File: src/rtl/total_accumulator_if.sv
// Bundles the button-controller commands, operand switches and the
// accumulator results into one port so the calculator back end and its
// driver connect through a single named bus.
interface total_accumulator_if;
    logic        enterCmd;
    logic        numberCmd;
    logic        totalCmd;
    logic        clearCmd;
    logic        errIn;
    logic [7:0]  dataIn;
    logic [15:0] total;
    logic [15:0] display;
    logic [7:0]  count;
    logic        overflow;
    logic        errFlag;
    logic [1:0]  mode;

    modport master (
        output enterCmd, numberCmd, totalCmd, clearCmd, errIn, dataIn,
        input  total, display, count, overflow, errFlag, mode
    );

    modport slave (
        input  enterCmd, numberCmd, totalCmd, clearCmd, errIn, dataIn,
        output total, display, count, overflow, errFlag, mode
    );
endinterface

File: src/rtl/total_accumulator.sv
// Calculator back end: turns the controller's level-held commands into
// single-cycle events and uses them to keep a saturating 16-bit running
// total, a saturating entry count and the value shown on the display.
// Every output comes straight from a register.
module total_accumulator (
    input  logic               clk,
    input  logic               resetN,
    total_accumulator_if.slave bus
);

    typedef enum logic [1:0] {
        IDLE  = 2'd0,
        ENTRY = 2'd1,
        SHOW  = 2'd2,
        ERROR = 2'd3
    } stateT;

    stateT       state;
    stateT       nextState;
    logic [15:0] totalReg;
    logic [15:0] nextTotal;
    logic [15:0] displayReg;
    logic [15:0] nextDisplay;
    logic [7:0]  operandReg;
    logic [7:0]  nextOperand;
    logic [7:0]  countReg;
    logic [7:0]  nextCount;
    logic        overflowReg;
    logic        nextOverflow;
    logic        errFlagReg;
    logic        nextErrFlag;

    logic        enterPrev;
    logic        numberPrev;
    logic        totalPrev;
    logic        clearPrev;
    logic        enterEvt;
    logic        numberEvt;
    logic        totalEvt;
    logic        clearEvt;
    logic [16:0] sum;

    assign enterEvt  = bus.enterCmd  & ~enterPrev;
    assign numberEvt = bus.numberCmd & ~numberPrev;
    assign totalEvt  = bus.totalCmd  & ~totalPrev;
    assign clearEvt  = bus.clearCmd  & ~clearPrev;

    assign sum = {1'b0, totalReg} + {9'd0, operandReg};

    // Remember last cycle's command levels so a held button fires only once,
    // including while the FSM sits in ERROR.
    always_ff @(posedge clk or negedge resetN) begin
        if (!resetN) begin
            enterPrev  <= 1'b0;
            numberPrev <= 1'b0;
            totalPrev  <= 1'b0;
            clearPrev  <= 1'b0;
        end else begin
            enterPrev  <= bus.enterCmd;
            numberPrev <= bus.numberCmd;
            totalPrev  <= bus.totalCmd;
            clearPrev  <= bus.clearCmd;
        end
    end

    // Register the FSM state together with all datapath state it governs.
    always_ff @(posedge clk or negedge resetN) begin
        if (!resetN) begin
            state       <= IDLE;
            totalReg    <= 16'd0;
            displayReg  <= 16'd0;
            operandReg  <= 8'd0;
            countReg    <= 8'd0;
            overflowReg <= 1'b0;
            errFlagReg  <= 1'b0;
        end else begin
            state       <= nextState;
            totalReg    <= nextTotal;
            displayReg  <= nextDisplay;
            operandReg  <= nextOperand;
            countReg    <= nextCount;
            overflowReg <= nextOverflow;
            errFlagReg  <= nextErrFlag;
        end
    end

    // Decide the next state and datapath values; an error level beats a
    // clear, which beats total, then enter, then number. An event a state
    // ignores does not block a lower-priority one.
    always_comb begin
        nextState    = state;
        nextTotal    = totalReg;
        nextDisplay  = displayReg;
        nextOperand  = operandReg;
        nextCount    = countReg;
        nextOverflow = overflowReg;
        nextErrFlag  = errFlagReg;

        if (bus.errIn) begin
            nextState   = ERROR;
            nextErrFlag = 1'b1;
        end else if (clearEvt) begin
            nextState    = IDLE;
            nextTotal    = 16'd0;
            nextDisplay  = 16'd0;
            nextOperand  = 8'd0;
            nextCount    = 8'd0;
            nextOverflow = 1'b0;
            nextErrFlag  = 1'b0;
        end else begin
            case (state)
                IDLE, SHOW: begin
                    if (totalEvt) begin
                        nextState   = SHOW;
                        nextDisplay = totalReg;
                    end else if (numberEvt) begin
                        nextState   = ENTRY;
                        nextOperand = bus.dataIn;
                        nextDisplay = {8'h00, bus.dataIn};
                    end
                end
                ENTRY: begin
                    if (totalEvt) begin
                        nextState   = SHOW;
                        nextOperand = 8'd0;
                        nextDisplay = totalReg;
                    end else if (enterEvt) begin
                        nextState = IDLE;
                        if (sum[16]) begin
                            nextTotal    = 16'hFFFF;
                            nextDisplay  = 16'hFFFF;
                            nextOverflow = 1'b1;
                        end else begin
                            nextTotal   = sum[15:0];
                            nextDisplay = sum[15:0];
                        end
                        if (countReg != 8'hFF) begin
                            nextCount = countReg + 8'd1;
                        end
                    end else if (numberEvt) begin
                        nextOperand = bus.dataIn;
                        nextDisplay = {8'h00, bus.dataIn};
                    end
                end
                default: begin
                    nextState = ERROR;
                end
            endcase
        end
    end

    assign bus.total    = totalReg;
    assign bus.display  = displayReg;
    assign bus.count    = countReg;
    assign bus.overflow = overflowReg;
    assign bus.errFlag  = errFlagReg;
    assign bus.mode     = state;

endmodule

File: src/flat_wrapper.sv
// flat-port wrapper written by rule: the top's interface ports become plain ports
module total_accumulator_flat 
  (clk, resetN, bus_enterCmd, bus_numberCmd, bus_totalCmd, bus_clearCmd, bus_errIn, bus_dataIn, bus_total, bus_display, bus_count, bus_overflow, bus_errFlag, bus_mode);
  total_accumulator_if bus_i ();
  input  logic clk;
  input  logic resetN;
  input wire logic [$bits(bus_i.enterCmd)-1:0] bus_enterCmd;
  input wire logic [$bits(bus_i.numberCmd)-1:0] bus_numberCmd;
  input wire logic [$bits(bus_i.totalCmd)-1:0] bus_totalCmd;
  input wire logic [$bits(bus_i.clearCmd)-1:0] bus_clearCmd;
  input wire logic [$bits(bus_i.errIn)-1:0] bus_errIn;
  input wire logic [$bits(bus_i.dataIn)-1:0] bus_dataIn;
  output wire logic [$bits(bus_i.total)-1:0] bus_total;
  output wire logic [$bits(bus_i.display)-1:0] bus_display;
  output wire logic [$bits(bus_i.count)-1:0] bus_count;
  output wire logic [$bits(bus_i.overflow)-1:0] bus_overflow;
  output wire logic [$bits(bus_i.errFlag)-1:0] bus_errFlag;
  output wire logic [$bits(bus_i.mode)-1:0] bus_mode;
  assign bus_i.enterCmd = bus_enterCmd;
  assign bus_i.numberCmd = bus_numberCmd;
  assign bus_i.totalCmd = bus_totalCmd;
  assign bus_i.clearCmd = bus_clearCmd;
  assign bus_i.errIn = bus_errIn;
  assign bus_i.dataIn = bus_dataIn;
  assign bus_total = bus_i.total;
  assign bus_display = bus_i.display;
  assign bus_count = bus_i.count;
  assign bus_overflow = bus_i.overflow;
  assign bus_errFlag = bus_i.errFlag;
  assign bus_mode = bus_i.mode;
  total_accumulator u_core (.clk(clk), .resetN(resetN), .bus(bus_i));
endmodule
File: config.mk
export PLATFORM = sky130hd
export DESIGN_NAME = total_accumulator_flat
export DESIGN_NICKNAME = d
export VERILOG_FILES = /design/src/rtl/total_accumulator_if.sv /design/src/rtl/total_accumulator.sv /design/src/flat_wrapper.sv
export SDC_FILE = /design/constraint.sdc
export NUM_CORES = 1
export LEC_CHECK = 0
export ABC_AREA = 1
export CORE_ASPECT_RATIO = 1.5
export CORE_MARGIN = 2
export CORE_UTILIZATION = 54
export DETAILED_ROUTE_END_ITERATION = 10
export PLACE_DENSITY = 0.79
export SETUP_SLACK_MARGIN = 0.4
export SLEW_MARGIN = 20
export SYNTH_ARGS = -nofsm -noshare
export SYNTH_HDL_FRONTEND = slang
export SYNTH_SLANG_ARGS = --single-unit
export TNS_END_PERCENT = 100
File: constraint.sdc
create_clock -name clk -period 2.4 [get_ports clk]
set_input_delay 0.48 -clock clk [delete_from_list [all_inputs] [get_ports clk]]
set_output_delay 0.48 -clock clk [all_outputs]
set_load 0.05 [all_outputs]
==> run_results.csv <==
group,metric,value,unit
run_status,status,"finished clean",
worst_setup_path,slowest_stage,"dfrtp_1",
worst_setup_path,crit_family,"simple AND/OR/NAND/NOR gates",
detailed_routing,wirelength,10470,microns
layout,most-common-layout-cells,"145 x nand2_1, 72 x inv_1, 51 x dfrtp_1",
global_routing,grt_usage,0.2836,
synth,synth-main-ff-cell,"dfrtp_1",
worst_setup_path,r2r_slack,0.29,ns
sta,finalMaxSlewViolations,0,
hold_path,hold_path.class,"input port to asynchronous set/reset pin",
sta,hold_viol,0,
global_routing,overflow,0,
placement,hpwl,7376,microns
floorplan,die-height,104.9,microns
sta,worst_pin_slew,0.7066,ns
layout,drive_gt1_frac,0.2076,
worst_setup_path,crit_type,"register to register",
synth,async_flop_share,1.000,
detailed_routing,via_count,3762,
worst_setup_path,critPathBufInv,1,
job,maxCapViolCount,0,
worst_setup_path,crit_end,"u_core.bus.display[1]",
cts,cts_htree_levels,2,
detailed_routing,routedWlPerCell,15.33,microns
layout,layout.nets,631,
cts,clock_latency,0.31,ns
sta,setup_viol,0,
global_routing,grt_max_degree,57,
worst_setup_path,path_depth,14,
cts,hold_buffers,0,
global_routing,grt_pass1_vias,3807,
detailed_routing,avgViaCountPerCell,5.508,
layout,fin_util,0.7538,
worst_setup_path,worst_ep_arrival_time,2.32,ns
worst_setup_path,critPathLaunch,"u_core.operandReg[0]",
worst_setup_path,critical-path-max-stage-delay,0.44,ns
floorplan,io_pins,59,
floorplan,row_count,36,
worst_setup_path,rr_startpoint,"u_core.operandReg[0]",
cts,cts_buffers,5,
layout,n_antenna_cell,0,
worst_setup_path,required,2.61,ns
power,finalPower,5436,uW
sta,fin_crit_sh,0.8771,
global_routing,antenna_found_initial,0,
floorplan,dieArea,7478,sq um
placement,placed_cells,655,
synth,synth_cell_type_count,37,
worst_setup_path,cp_max_fo,5,
synth,synth_edf_count,0,
worst_setup_path,start_kind,"register",
worst_setup_path,crit_chain,"ha_4, fa_2, nand2_2, nand2_2, and2_4, nand2_4, nand2_4, nand3_4, buf_12, nand2_4, nand2_2, nand3_2, nand2_1, nand2_1",
cts,cts_sinks,56,
worst_setup_path,rr_worst_depth,14,
synth,syn_inst,521,
power,power.density,1104,nW/um^2
detailed_routing,drtPass1Iterations,5,
power,ir_drop,634.5,uV
synth,synth_warnings,0,
placement,place_congestion,0.8771,
synth,netlist_area,3666,sq um
floorplan,die_w,71.28,microns
layout,final_common_cell,"nand2_1",
sta,min_period,2.105,ns
sta,relSlewSlack,0.5253,
worst_setup_path,cp-end-kind,"register",
layout,fin_area,4923,sq um
sta,fmax,475.1,MHz
detailed_routing,drcViolationCount,0,
floorplan,coreArea,6531,sq um
power,p_leak,0.002696,uW
worst_setup_path,timing.rr.end,"u_core.bus.display[1]",
cts,cts_tree,"done",
synth,ys_ff_latch,56,
global_routing,grt_first_pass_wirelength,17260,microns
synth,synth_nets,546,
cts,clkTransAtPathRegs,0.11,ns
placement,io_buffers,58,
layout,fin_cells,683,
synth,synth_seq_area_share,0.3823,
cts,clock_path_buffers,2,
detailed_routing,drt_iter0_markers,203,
synth,avgSynthCellArea,7.036,sq um
layout,syn_to_final_growth,34.30,%
sta,skew,0.01039,ns
placement,pre_cts_slack,-0.0003360,ns
cts,cts_root_buf,"clkbuf_8",
sta,fin_ws,0.2950,ns
detailed_routing,ant_nets,0,
floorplan,start_util,0.5613,
sta,rsz0062_at_grt,"true",
placement,place_area,4429,sq um
[layer usage]
layer / GRT usage / wire, microns
met5: 0 / 0
met1: 0.3409 / 4185
met3: 0.03761 / 464
met2: 0.5013 / 5568
met4: 0.1119 / 254
[through the flow]
| step | hold WS (ns) | TNS [ns] |
|---|---|---|
| final | 0.2845 | 0 |
| after global routing | 0.3526 | 0 |
| after CTS | 0.3219 | 0 |
| after detailed placement | 0.4829 | -0.0003360 |
| after global placement | 0.4817 | 0 |
| after floorplan | 0.1844 | 0 |
[cell type report]
type / instances / area, sq um
fill: 510 / 1608
clock buffer: 5 / 68.82
sequential: 56 / 1408
inverter: 79 / 315.3
clock inverter: 3 / 42.54
multi-input combinational: 374 / 2162
tap: 76 / 95.09
timing repair buffer: 90 / 832.0
[logic make-up after synthesis]
group | after synthesis | share of synthesized area
flops | 56 | 0.3823
buf+inv | 92 | 0.1017
compound gates | 86 | 0.1420
fa+ha+maj | 10 | 0.03618
simple gates | 269 | 0.3188
xor+xnor | 8 | 0.01911
[worst min path at each step]
stage,from,end,slack [ns]
finish,resetN,u_core.bus.display[2],0.28
global placement,u_core.bus.errFlag,u_core.bus.errFlag,0.48
detailed placement,u_core.bus.overflow,u_core.bus.overflow,0.48
CTS,resetN,u_core.bus.display[2],0.32
global route,resetN,u_core.bus.display[2],0.35
floorplan,resetN,u_core.bus.count[0],0.18
[sequential cells by signal (all words and copies together) (netlist names)]
signal,count
u_core.bus.display,16
u_core.totalPrev,1
u_core.bus.total,16
u_core.numberPrev,1
u_core.bus.count,8
u_core.enterPrev,1
u_core.bus.overflow,1
u_core.clearPrev,1
u_core.bus.errFlag,1
u_core.operandReg,8
u_core.bus.mode,2
[repair_timing]
item / 4_1_cts / 5_1_grt
pin swaps: 3 / 14
endpoints found under the setup margin: 73 / 52
buffers inserted: 10 / 9
resized for setup: 61 / 47
gates cloned: 1 / 0
[power by group]
group	total (uW)	switching, uW	internal, uW
combinational	3280	2120	1160
clock	623	314	309
sequential	1530	315	1220
total	5440	2750	2690
[cell usage after synthesis, types with 3 or more instances]
cell	instances	share of area
dfrtp_1	56	0.38
xor2_1	8	0.019
nand2_1	171	0.18
nor2_1	28	0.029
o211ai_1	5	0.010
nand3_1	41	0.056
or2_2	8	0.014
a22o_1	3	0.0072
o21ai_0	18	0.025
a211oi_1	8	0.016
nand4_1	6	0.010
ha_1	9	0.031
buf_2	4	0.0055
clkbuf_1	7	0.0072
inv_1	75	0.077
nor3_1	4	0.0055
o21ai_2	6	0.014
o21ai_1	4	0.0055
a21oi_1	35	0.048
Power figures use the tool's default switching activity.
